`src/rtl/i2c_cfg_seq_if.sv`:
```
// Handshake and status bundle between the codec-init sequencer and its neighbours.
// The sequencer connects through master; the transmit stage and system controller use slave.
interface i2c_cfg_seq_if;
   logic        i_trigger;
   logic        i_ready;
   logic        o_start;
   logic [6:0]  o_addr;
   logic        o_mode;
   logic [15:0] o_reg_data;
   logic [3:0]  o_index;
   logic        o_busy;
   logic        o_done;
   logic        o_error;

   modport master (
      input  i_trigger, i_ready,
      output o_start, o_addr, o_mode, o_reg_data, o_index, o_busy, o_done, o_error
   );

   modport slave (
      output i_trigger, i_ready,
      input  o_start, o_addr, o_mode, o_reg_data, o_index, o_busy, o_done, o_error
   );
endinterface

```
`src/rtl/i2c_cfg_seq.sv`:
```
// WM8731 register-initialisation sequencer: after a power-up delay, it sends each table word
// as one I2C write through the start/ready handshake, and re-runs when triggered.
module i2c_cfg_seq #(
   parameter logic [6:0]  DEV_ADDR   = 7'h1A,
   parameter int unsigned N_REGS     = 11,
   parameter int unsigned PWR_CYCLES = 1024,
   parameter int unsigned GAP_CYCLES = 16,
   parameter int unsigned BUSY_TMO   = 8
) (
   input logic            i_clk,
   input logic            i_rst_n,
   i2c_cfg_seq_if.master  bus
);

   localparam int unsigned MAX_A   = (PWR_CYCLES > GAP_CYCLES) ? PWR_CYCLES : GAP_CYCLES;
   localparam int unsigned CNT_MAX = (MAX_A > BUSY_TMO) ? MAX_A : BUSY_TMO;
   localparam int unsigned CNT_W   = $clog2(CNT_MAX + 1);
   localparam int unsigned IDX_W   = 4;
   localparam int unsigned WORD_W  = 16;

   typedef enum logic [2:0] {
      PWR_WAIT, LOAD, START, WAIT_BUSY, WAIT_DONE, GAP, DONE
   } state_t;

   state_t              state_q, state_d;
   logic [CNT_W-1:0]    cnt_q, cnt_d;
   logic [IDX_W-1:0]    index_q, index_d;
   logic [WORD_W-1:0]   reg_data_q, reg_data_d;
   logic                start_q, start_d;
   logic                busy_q, busy_d;
   logic                done_q, done_d;
   logic                error_q, error_d;

   // Codec setup words {reg_addr[6:0], data[8:0]}; unused slots read as zero.
   function automatic logic [WORD_W-1:0] table_word(input logic [IDX_W-1:0] idx);
      case (idx)
         4'd0:    table_word = 16'h1E00;
         4'd1:    table_word = 16'h001A;
         4'd2:    table_word = 16'h021A;
         4'd3:    table_word = 16'h047B;
         4'd4:    table_word = 16'h067B;
         4'd5:    table_word = 16'h08F8;
         4'd6:    table_word = 16'h0A06;
         4'd7:    table_word = 16'h0C00;
         4'd8:    table_word = 16'h0E01;
         4'd9:    table_word = 16'h1002;
         4'd10:   table_word = 16'h1201;
         default: table_word = 16'h0000;
      endcase
   endfunction

   always_ff @(posedge i_clk or negedge i_rst_n) begin
      if (!i_rst_n) begin
         state_q    <= PWR_WAIT;
         cnt_q      <= '0;
         index_q    <= '0;
         reg_data_q <= '0;
         start_q    <= 1'b0;
         busy_q     <= 1'b0;
         done_q     <= 1'b0;
         error_q    <= 1'b0;
      end else begin
         state_q    <= state_d;
         cnt_q      <= cnt_d;
         index_q    <= index_d;
         reg_data_q <= reg_data_d;
         start_q    <= start_d;
         busy_q     <= busy_d;
         done_q     <= done_d;
         error_q    <= error_d;
      end
   end

   // One counter serves the power-up, busy-timeout and gap phases, which never overlap.
   always_comb begin
      state_d    = state_q;
      cnt_d      = cnt_q;
      index_d    = index_q;
      reg_data_d = reg_data_q;
      error_d    = error_q;

      case (state_q)
         PWR_WAIT: begin
            if (cnt_q == CNT_W'(PWR_CYCLES - 1)) begin
               cnt_d   = '0;
               index_d = '0;
               state_d = LOAD;
            end else begin
               cnt_d = cnt_q + CNT_W'(1);
            end
         end
         LOAD: begin
            reg_data_d = table_word(index_q);
            if (bus.i_ready) state_d = START;
         end
         START: begin
            cnt_d   = '0;
            state_d = WAIT_BUSY;
         end
         WAIT_BUSY: begin
            if (!bus.i_ready) begin
               state_d = WAIT_DONE;
            end else if (cnt_q == CNT_W'(BUSY_TMO - 1)) begin
               error_d = 1'b1;
               state_d = DONE;
            end else begin
               cnt_d = cnt_q + CNT_W'(1);
            end
         end
         WAIT_DONE: begin
            if (bus.i_ready) begin
               cnt_d   = '0;
               state_d = GAP;
            end
         end
         GAP: begin
            if (cnt_q == CNT_W'(GAP_CYCLES - 1)) begin
               cnt_d = '0;
               if (index_q == IDX_W'(N_REGS - 1)) begin
                  state_d = DONE;
               end else begin
                  index_d = index_q + IDX_W'(1);
                  state_d = LOAD;
               end
            end else begin
               cnt_d = cnt_q + CNT_W'(1);
            end
         end
         DONE: begin
            if (bus.i_trigger) begin
               index_d = '0;
               error_d = 1'b0;
               state_d = LOAD;
            end
         end
         default: state_d = PWR_WAIT;
      endcase

      // Status flags are registered copies of the next state.
      start_d = (state_d == START);
      busy_d  = (state_d == LOAD) || (state_d == START) || (state_d == WAIT_BUSY) ||
                (state_d == WAIT_DONE) || (state_d == GAP);
      done_d  = (state_d == DONE);
   end

   assign bus.o_start    = start_q;
   assign bus.o_addr     = DEV_ADDR;
   assign bus.o_mode     = 1'b0;
   assign bus.o_reg_data = reg_data_q;
   assign bus.o_index    = index_q;
   assign bus.o_busy     = busy_q;
   assign bus.o_done     = done_q;
   assign bus.o_error    = error_q;

endmodule
```
`src/flat_wrapper.sv`:
```
// flat-port wrapper written by rule: the top's interface ports become plain ports
module i2c_cfg_seq_flat 
#(
   parameter logic [6:0]  DEV_ADDR   = 7'h1A,
   parameter int unsigned N_REGS     = 11,
   parameter int unsigned PWR_CYCLES = 1024,
   parameter int unsigned GAP_CYCLES = 16,
   parameter int unsigned BUSY_TMO   = 8
)
  (i_clk, i_rst_n, bus_i_trigger, bus_i_ready, bus_o_start, bus_o_addr, bus_o_mode, bus_o_reg_data, bus_o_index, bus_o_busy, bus_o_done, bus_o_error);
  i2c_cfg_seq_if bus_i ();
  input logic i_clk;
  input logic i_rst_n;
  input wire logic [$bits(bus_i.i_trigger)-1:0] bus_i_trigger;
  input wire logic [$bits(bus_i.i_ready)-1:0] bus_i_ready;
  output wire logic [$bits(bus_i.o_start)-1:0] bus_o_start;
  output wire logic [$bits(bus_i.o_addr)-1:0] bus_o_addr;
  output wire logic [$bits(bus_i.o_mode)-1:0] bus_o_mode;
  output wire logic [$bits(bus_i.o_reg_data)-1:0] bus_o_reg_data;
  output wire logic [$bits(bus_i.o_index)-1:0] bus_o_index;
  output wire logic [$bits(bus_i.o_busy)-1:0] bus_o_busy;
  output wire logic [$bits(bus_i.o_done)-1:0] bus_o_done;
  output wire logic [$bits(bus_i.o_error)-1:0] bus_o_error;
  assign bus_i.i_trigger = bus_i_trigger;
  assign bus_i.i_ready = bus_i_ready;
  assign bus_o_start = bus_i.o_start;
  assign bus_o_addr = bus_i.o_addr;
  assign bus_o_mode = bus_i.o_mode;
  assign bus_o_reg_data = bus_i.o_reg_data;
  assign bus_o_index = bus_i.o_index;
  assign bus_o_busy = bus_i.o_busy;
  assign bus_o_done = bus_i.o_done;
  assign bus_o_error = bus_i.o_error;
  i2c_cfg_seq #(.DEV_ADDR(DEV_ADDR), .N_REGS(N_REGS), .PWR_CYCLES(PWR_CYCLES), .GAP_CYCLES(GAP_CYCLES), .BUSY_TMO(BUSY_TMO)) u_core (.i_clk(i_clk), .i_rst_n(i_rst_n), .bus(bus_i));
endmodule
```
`config.mk`:
```
export PLATFORM = sky130hd
export DESIGN_NAME = i2c_cfg_seq_flat
export DESIGN_NICKNAME = d
export VERILOG_FILES = /design/src/rtl/i2c_cfg_seq_if.sv /design/src/rtl/i2c_cfg_seq.sv /design/src/flat_wrapper.sv
export SDC_FILE = /design/constraint.sdc
export NUM_CORES = 1
export LEC_CHECK = 0
export ABC_AREA = 1
export BUFFER_PORTS_ARGS = -buffer_cell sky130_fd_sc_hd__buf_2
export CAP_MARGIN = 20
export CORE_ASPECT_RATIO = 0.9
export CORE_MARGIN = 2
export CORE_UTILIZATION = 35
export DETAILED_ROUTE_END_ITERATION = 7
export HOLD_SLACK_MARGIN = 0.03
export MAX_ROUTING_LAYER = met4
export SYNTH_ARGS = -nofsm -noshare
export SYNTH_HDL_FRONTEND = slang
export SYNTH_SLANG_ARGS = --single-unit
```
`constraint.sdc`:
```
create_clock -name i_clk -period 4 [get_ports i_clk]
set_clock_uncertainty 0.05 [all_clocks]
set_input_delay 0.8 -clock i_clk [delete_from_list [all_inputs] [get_ports i_clk]]
set_output_delay 0.8 -clock i_clk [all_outputs]
set_load 0.01 [all_outputs]
```
==> metrics.md <==
| Metric | Value |
|---|---|
| Hold Vio Cnt, Final | `0` |
| Hold Path End | `u_core.bus.o_reg_data[12]` |
| Hold Path Depth | `2` |
| Normalized max-slew margin | `51.7%` |
| Post_cts resized | `0` |
| Io pins | `36` |
| Post-route cell area | `0.00234 mm^2` |
| Worst hold path class | `reg -> reg` |
| DPL Wire Length | `3420 um` |
| Initial DRC count | `128` |
| CP peak stage delay | `0.44 ns` |
| Core area | `0.00576 mm^2` |
| Fill cells | `583` |
| Worst EP required | `4.17 ns` |
| Gr usage total | `14.8%` |
| TNS Setup | `0 ns` |
| Max Cap Viol | `0` |
| VDD IR-drop max | `180 uV` |
| Final Critical Period | `2.00 ns` |
| Worst path cell trace | `ha_1 > nand2_1 > nor2_1 > nand3_2 > nand2_2 > inv_2 > nand2_1 > o21ai_0 > nor2_1` |
| Least-Margin Pin Slew | `0.725 ns` |
| Avg WL per Cell | `11.6 um` |
| Clock slew at reported path FFs | `0.07 ns` |
| Final std cells w/o fill | `388` |
| Share of cells above drive strength 1 | `16.4%` |
| Leakage power | `0.00135 uW` |
| # port buffers | `23` |
| Hold Slack | `0.430 ns` |
| Fin nets | `326` |
| Vias in the first global route | `1677` |
| # DRC | `3` |
| Rows | `26` |
| GP Congestion | `0.943` |
| CP startpoint kind | `register` |
| Area post-placement | `0.00221 mm^2` |
| Post-Syn Area | `0.00211 mm^2` |
| Slowest-stage cell, CP | `dfrtp_1` |
| Warning count from the yosys run | `0` |
| CP Data Arrival Time | `2.16 ns` |
| H-tree depth | `2` |
| FF-to-FF setup slack | `2.00 ns` |
| DR pass1 iterations | `8` |
| Via-per-instance ratio | `4.73` |
| TritonCTS clock tree | `done` |
| R2r startpoint | `u_core.cnt_q[0]` |
| Grt total ovfl | `0` |
| CTS Buffer Depth | `2` |
| Crit Path Class | `reg -> reg` |
| Sequential share of the synthesized area | `38.0%` |
| Die H | `77.6 um` |
| TritonCTS Sinks | `32` |
| # Post-CTS Setup Buffers | `0` |
| DRT antenna net count | `0` |
| Fmax achieved | `0.501 GHz` |
| Via Count | `1835` |
| Final Slew Violations | `0` |
| N_diodes | `0` |
| R2R depth | `9` |
| Die width | `85.8 um` |
| Global-route wire length before repair | `7690 um` |
| Hold_sp | `u_core.bus.o_reg_data[12]` |
| CP Max Fanout | `12` |
| P&R area growth vs syn | `11.0%` |
| CTS buffer count | `5` |
| Placed insts | `380` |
| Avg Cell Area, Syn | `7.15 um^2` |
| Post-Route WL | `4520 um` |
| Setup violators final | `0` |
| Status | `finished, violations left` |
| Initial core utilization | `36.6%` |
| Distinct cells, synth | `30` |
| Largest net degree at the start of global routing | `33` |
| Post-synthesis cell count | `295` |
| Initial antenna violation count | `0` |
| Critical register-to-register path endpoint | `u_core.cnt_q[2]` |
| Crit path capture type | `register` |
| Placement Setup Slack | `1.99 ns` |
| Hold Buf Count CTS | `0` |
| Worst-Skew Late Latency | `0.28 ns` |
| #FFs+latches synth | `32` |
| Die ar. | `0.00666 mm^2` |
| Tcrit/Tclk final | `49.9%` |
| Final WS setup | `2.00 ns` |
| RSZ-0062 raised after global routing | `no` |
| Failing checks | `design-rule violations` |
| Root buffer selected by CTS | `clkbuf_8` |
| Power Density | `291 mW/mm^2` |
-- cells in the final DEF (no fill, tap or decap), types with 2 or more instances in the layout --
cell type	synthesis	final
a31oi_1	2	2
nor2_2	2	2
nor2_1	30	30
nand2_2	5	5
nand3_1	21	21
nor3_1	4	4
a21oi_2	2	2
xor2_1	2	2
a21oi_1	3	3
o21ai_0	12	12
dfrtp_1	32	32
buf_2	0	23
ha_1	5	5
clkbuf_8	0	7
nand2_1	90	90
o21ai_1	5	5
nand4_1	4	4
conb_1	2	12
inv_1	33	33
nand3_2	6	6
inv_2	3	3
o211ai_1	6	6
nor2_4	2	2
-- synth_stat cells --
cell type  count  area share, %
buf_6          2            1.1
clkbuf_1       2           0.36
clkinv_2       1           0.24
inv_1         33            5.9
a21boi_1       1           0.36
a21oi_2        2           0.83
nor3_1         4           0.95
nand2_2        5            1.5
a21oi_1        3           0.71
buf_4         14            5.0
nor2_4         2            1.1
o21ai_1        5            1.2
dfrtp_1       32             38
nand3_2        6            2.8
o211ai_1       6            2.1
o221ai_1       1           0.42
a31oi_1        2           0.59
nand4_1        4            1.2
nor2_2         2           0.59
nand2_1       90             16
conb_1         2           0.36
nor2_1        30            5.3
ha_1           5            3.0
a22o_1         1           0.42
o21a_1         1           0.36
inv_2          3           0.53
xor2_1         2           0.83
o21ai_0       12            2.8
a32o_1         1           0.47
nand3_1       21            5.0
-- critical path: cells and delay by family (launching register included) --
family          cells  cell delay (ns)
simple gates        6             0.91
flops               1             0.44
fa+ha+maj           1             0.26
buf+inv             1             0.16
compound gates      1             0.10
-- cells by family after synthesis --
kind of cell,share of synthesized area [%]
xor+xnor,0.831
compound gates,10.3
fa+ha+maj,2.97
simple gates,34.5
flops,38.0
other cells,0.356
buf+inv,13.1
-- layout make-up --
type | instances | area (um^2) | area share [%]
Clock buffer | 7 | 96.3 | 4.12
Clock inverter | 1 | 30.0 | 1.28
Multi-Input combinational cell | 218 | 1070 | 45.7
Tap cell | 70 | 87.6 | 3.74
Inverter | 37 | 140 | 5.99
Timing Repair Buffer | 23 | 115 | 4.92
Sequential cell | 32 | 801 | 34.2
-- sequential cells by signal, summed over array words and instances, names as in the netlist --
name                   cells
u_core.bus.o_reg_data     10
u_core.bus.o_done          1
u_core.bus.o_busy          1
u_core.bus.o_error         1
u_core.state_q             3
u_core.bus.o_start         1
u_core.cnt_q              11
u_core.bus.o_index         4
-- power breakdown --
group / leakage, uW / switching (uW) / internal [uW]
clock: 0.0000645 / 123 / 220
sequential: 0.000425 / 0.237 / 324
combinational: 0.000864 / 13.2 / 1.87
total: 0.00135 / 136 / 546
-- layer usage --
| layer | share of wire (%) | vias to the layer above | track usage, % |
|---|---|---|---|
| met4 | 1.3 | 0 | 4.76 |
| met5 | 0 | - | - |
| met3 | 3.4 | 4 | 2.87 |
| met2 | 43 | 36 | 21.3 |
| met1 | 53 | 834 | 21.1 |
| li1 | - | 961 | - |
-- how the worst max path moves through the flow --
| stage | cells after the start | from | end | slack (ns) |
|---|---|---|---|---|
| floorplan | 11 | u_core.bus.o_index[0] | u_core.bus.o_index[1] | 2.41 |
| global placement | 7 | bus_i_ready | u_core.cnt_q[3] | 2.04 |
| detailed placement | 8 | bus_i_ready | u_core.cnt_q[2] | 1.99 |
| CTS | 9 | u_core.cnt_q[0] | u_core.cnt_q[2] | 1.99 |
| global route | 9 | u_core.cnt_q[0] | u_core.cnt_q[2] | 1.79 |
| finish | 9 | u_core.cnt_q[0] | u_core.cnt_q[2] | 2.00 |
-- per-stage QoR --
stage / total power, uW / utilization [%]
5_1_grt: 710 / 40.6
3_3_place_gp: 346 / 38.4
2_1_floorplan: 346 / -
6_report: 682 / 40.6
3_5_place_dp: 346 / 38.4
4_1_cts: 690 / 40.6
No activity file was read; power rests on OpenSTA's default activity.
